==> src/rtl/chunk_serial_adder.sv <==
// Multi-cycle adder/subtractor: WIDTH-bit operands are summed CHUNK bits per
// cycle, least-significant chunk first, through a registered carry.
module chunk_serial_adder #(
  parameter int WIDTH = 32,
  parameter int CHUNK = 4
) (
  input  logic             clk,
  input  logic             rst,
  input  logic             in_valid,
  output logic             in_ready,
  input  logic [WIDTH-1:0] a,
  input  logic [WIDTH-1:0] b,
  input  logic             cin,
  input  logic             sub,
  output logic             out_valid,
  input  logic             out_ready,
  output logic [WIDTH-1:0] sum,
  output logic             cout,
  output logic             ovf
);

  localparam int N  = WIDTH / CHUNK;
  localparam int KW = (N > 1) ? $clog2(N) : 1;
  localparam logic [KW-1:0] K_LAST = KW'(N - 1);

  generate
    if (WIDTH < 1 || CHUNK < 1 || (WIDTH % CHUNK) != 0) begin : g_bad_params
      $error("chunk_serial_adder: CHUNK must be >= 1 and divide WIDTH");
    end
  endgenerate

  typedef enum logic [1:0] {IDLE, RUN, DONE} state_t;

  state_t           state, state_nxt;
  logic [WIDTH-1:0] opa, opb;
  logic             carry;
  logic [KW-1:0]    k;
  logic [CHUNK-1:0] s_chunk;
  logic             c_out, c_msb, last;

  // Returns {carry into top bit, carry out, sum} of one CHUNK-bit ripple.
  function automatic logic [CHUNK+1:0] ripple(input logic [CHUNK-1:0] x,
                                              input logic [CHUNK-1:0] y,
                                              input logic             ci);
    logic [CHUNK-1:0] s;
    logic             c, cm;
    s  = '0;
    c  = ci;
    cm = ci;
    for (int i = 0; i < CHUNK; i++) begin
      s[i] = x[i] ^ y[i] ^ c;
      cm   = c;
      c    = (x[i] & y[i]) | (c & (x[i] ^ y[i]));
    end
    return {cm, c, s};
  endfunction

  // Operands shift right each RUN cycle so the active chunk is always at the bottom.
  always_comb begin
    {c_msb, c_out, s_chunk} = ripple(opa[CHUNK-1:0], opb[CHUNK-1:0], carry);
    last = (k == K_LAST);
  end

  always_ff @(posedge clk) begin
    if (rst) state <= IDLE;
    else     state <= state_nxt;
  end

  always_comb begin
    state_nxt = state;
    case (state)
      IDLE:    if (in_valid) state_nxt = RUN;
      RUN:     if (last) state_nxt = DONE;
      DONE:    if (out_ready) state_nxt = IDLE;
      default: state_nxt = IDLE;
    endcase
  end

  always_comb begin
    in_ready  = !rst && (state == IDLE);
    out_valid = !rst && (state == DONE);
  end

  // Operand registers carry no reset; they are always reloaded on accept.
  always_ff @(posedge clk) begin
    if (state == IDLE && in_valid) begin
      opa <= a;
      opb <= sub ? ~b : b;
    end else if (state == RUN) begin
      opa <= opa >> CHUNK;
      opb <= opb >> CHUNK;
    end
  end

  always_ff @(posedge clk) begin
    if (rst) begin
      carry <= 1'b0;
      k     <= '0;
      sum   <= '0;
      cout  <= 1'b0;
      ovf   <= 1'b0;
    end else begin
      case (state)
        IDLE: begin
          if (in_valid) begin
            carry <= sub | cin;
            k     <= '0;
          end
        end
        RUN: begin
          for (int j = 0; j < N; j++) begin
            if (k == KW'(j)) sum[j*CHUNK +: CHUNK] <= s_chunk;
          end
          carry <= c_out;
          k     <= k + 1'b1;
          if (last) begin
            cout <= c_out;
            ovf  <= c_msb ^ c_out;
          end
        end
        default: ;
      endcase
    end
  end

endmodule

==> config.mk <==
export PLATFORM = sky130hd
export DESIGN_NAME = chunk_serial_adder
export DESIGN_NICKNAME = d
export VERILOG_FILES = /design/src/rtl/chunk_serial_adder.sv
export SDC_FILE = /design/constraint.sdc
export NUM_CORES = 1
export LEC_CHECK = 0
export BUFFER_PORTS_ARGS = -buffer_cell sky130_fd_sc_hd__buf_2
export CAP_MARGIN = 0
export CORE_MARGIN = 5
export CORE_UTILIZATION = 45
export DETAILED_ROUTE_END_ITERATION = 8
export PLACE_DENSITY = 0.72
export SLEW_MARGIN = 0
export SYNTH_ARGS = -nofsm -noshare
export SYNTH_HDL_FRONTEND = slang
export SYNTH_SLANG_ARGS = --single-unit
==> constraint.sdc <==
create_clock -name clk -period 7.6 [get_ports clk]
set_clock_uncertainty 0.15 [all_clocks]
set_input_delay 1.9 -clock clk [delete_from_list [all_inputs] [get_ports clk]]
set_output_delay 1.9 -clock clk [all_outputs]
set_load 0.02 [all_outputs]
==> key figures <==
Placement
  • Global placement routability congestion: between 0.7 and 0.8
  • I/O Buffers: ~110
  • Placed insts: about 590
  • Setup WS pre-CTS: 2.73 ns
  • Final HPWL DP: 6010 um

Synth
  • Top-count cell post-synth: nor2_1
  • Synth area leaders: edfxtp_1 42%, dfxtp_1 17%, mux2_2 6.6%
  • Sequential fraction of the synthesis area: 0.589
  • Yosys cell types: 32
  • Synth area leader: edfxtp_1
  • Top cell type's share of synthesized area: 0.416
  • Main synth FF type: edfxtp_1
  • Post-Syn Area per Cell: roughly 12 um^2
  • Synth Cell Area: 4620 um^2
  • Post-synth EDFFs: 64
  • Async set or reset register ratio after synthesis: 0
  • Commonest cells post-synth: 72 x nor2_1, 64 x edfxtp_1, 40 x dfxtp_1
  • Syn Nets: roughly 460
  • Warnings from Yosys: 0
  • Mapped Cells: about 380
  • Flops & latches, synth: around 100

Drt
  • Initial DRC count: around 150
  • Wirelength, routed: between 8000 and 9000 um
  • Routed vias: roughly 3,000
  • Routed Antenna Nets: 0
  • Wire length per cell: between 10 and 15 um
  • Post-DR vias/cell: 4.86
  • Drt drc: 0
  • DR pass1 iterations: 4

STA
  • Final WS setup: approximately 2.7 ns
  • Setup violations, final: 0
  • Final Hold Violating Endpoints: 0
  • Achievable Freq: just over 0.2 GHz
  • Fin crit share: 0.639
  • RSZ-0062 raised after global routing: no
  • Tmin final: between 4 and 5 ns
  • Fin Setup TNS: 0 ns
  • Slew margin rel.: 0.152
  • Worst slew pin tran: around 1.3 ns
  • Slew Limit Fails: 0

CTS
  • Clock Pin Slew Worst Setup and Hold Paths: 0.09 ns
  • Clock sinks: roughly 100
  • Max clock buf depth: 2
  • CTS hold repair buffers: 0
  • # Post-CTS Setup Buffers: 0
  • Clk Latency, worst-skew pair: 0.37 ns
  • TritonCTS clock tree: yes
  • CTS buffer count: 9
  • Clk root buf: clkbuf_8
  • Post-CTS resize count: 0
  • Htree depth: 3

Run status
  • Status: finished, final reports clean

Global route
  • GRT overflow: 0
  • Largest net degree at the start of global routing: between 80 and 90
  • Initial antenna violation count: 1
  • Met1 Track Usage GR: 0.176
  • First-pass GRT wire length: approximately 15,000 um
  • Via count of the first global-routing pass: about 3,000
  • Met3 usage: 0.0478
  • Overall Global Routing Usage: 0.144
  • Met2 Track Usage GR: 0.240
  • Global route hottest layer: met2

Worst setup path
  • Critical Path End Type: output pin
  • Worst Setup Start Kind: input pin
  • CP arrival: ~2.8 ns
  • Worst EP required: approximately 5.6 ns
  • Crit-path max FO: 42
  • Setup Crit Path Kind: input pin to output pin

Cells and area
  • Post-route insts no fill: between 600 and 700
  • Layout Nets: around 550
  • Layout cell share with drive strength beyond 1: 0.318
  • N_diodes: 0
  • Syn-to-layout area delta: 16.6%

Pwr
  • Peak VDD IR: 0.116 mV
  • Clk network pwr share: 0.307
  • Leakage dissipation: 0.00215 uW
  • Power per cell area: 227 nW/um^2
  • Sw frac: 0.246
  • Switching Power: 301 uW
  • Sequential power share: 0.551
  • Internal power: roughly 900 uW
  • Share of power burned in combinational logic: 0.142

Die
  • I/O pins: about 110
  • CORE AREA: 10,200 um^2
  • Die Y-Extent: 111 um
  • DIE AREA: between 10,000 and 15,000 um^2
  • Starting Density: 0.454
  • Die X: between 100 and 150 um
  • Site Rows: 37

Worst hold path
  • Hold Path Class: register to register

Flow run
  • Max-Cap Viols: 0
-- power groups by stage --
stage          combinational, uW  clock [uW]  sequential, uW
2_1_floorplan                123           0             687
3_3_place_gp                 171           0             685
3_5_place_dp                 176           0             688
4_1_cts                      177         387             675
5_1_grt                      196         413             679
6_report                     174         376             674
-- cells by family after synthesis --
group,Yosys count,share of synthesized area
flip-flops,104,0.589
AND/OR/NAND/NOR,89,0.0896
AO/OA/AOI/OAI,52,0.0698
multiplexers,47,0.109
buffers and inverters,46,0.0460
XOR/XNOR,33,0.0625
adder cells (fa/ha/maj),10,0.0336
-- per-layer routing --
| metal | up-vias | routed length, um | share of wire |
|---|---|---|---|
| met5 | - | 20 | 0.0023 |
| met4 | 2 | 133 | 0.015 |
| met3 | 13 | 582 | 0.067 |
| met2 | 81 | 4200 | 0.48 |
| li1 | 1492 | - | - |
| met1 | 1369 | 3740 | 0.43 |
-- final timing paths --
| check | from | slack (ns) | depth (start not counted) | end |
|---|---|---|---|---|
| worst max-delay path | rst | 2.74 | 3 | out_valid |
| worst min-delay path | sum[17]$_SDFFE_PP0P_ | 0.35 | 2 | sum[17]$_SDFFE_PP0P_ |
| worst max register to register | opa[0]$_DFFE_PP_ | 4.95 | 8 | sum[19]$_SDFFE_PP0P_ |
| worst min register to register | sum[17]$_SDFFE_PP0P_ | 0.35 | 2 | sum[17]$_SDFFE_PP0P_ |
-- registers in the layout, indices dropped and copies added (netlist names) --
| register | flops |
|---|---|
| cout | 1 |
| sum | 32 |
| k | 3 |
| ovf | 1 |
| carry | 1 |
| opa | 32 |
| state | 2 |
| opb | 32 |
-- area by class of cell --
class / instances / area, um^2
Sequential cell: 104 / 2720
Tap cell: 136 / 170
Inverter: 14 / 52.6
Multi-Input combinational cell: 231 / 1690
Clock inverter: 6 / 88.8
Clock buffer: 10 / 128
Fill cell: 941 / 4800
Timing Repair Buffer: 107 / 541
-- critical path: stages --
cell and delay (ns):
buf_2 0.32, nor3b_1 0.35, buf_2 0.22
-- stage by stage --
step	area (um^2)	hold WS [ns]	total power, uW	util
floorplan	4620	0.340	810	-
global placement	5170	0.322	856	0.508
detailed placement	5170	0.329	864	0.508
CTS	5390	0.357	1240	0.529
global route	5390	0.378	1290	0.529
finish	5390	0.349	1220	0.529
-- cells in the final DEF, fill, tap and decap left out, drive strengths merged, types with 3 or more instances in the layout --
master / netlist / layout
a211oi: 17 / 17
a21oi: 28 / 28
and2: 4 / 4
and4b: 3 / 3
buf: 22 / 107
clkbuf: 10 / 10
dfxtp: 40 / 40
edfxtp: 64 / 64
fa: 4 / 4
ha: 6 / 6
inv: 14 / 16
mux2: 28 / 28
mux2i: 19 / 19
nor2: 72 / 72
nor4bb: 3 / 3
xnor2: 33 / 33
(Power assumes the default switching activity.)
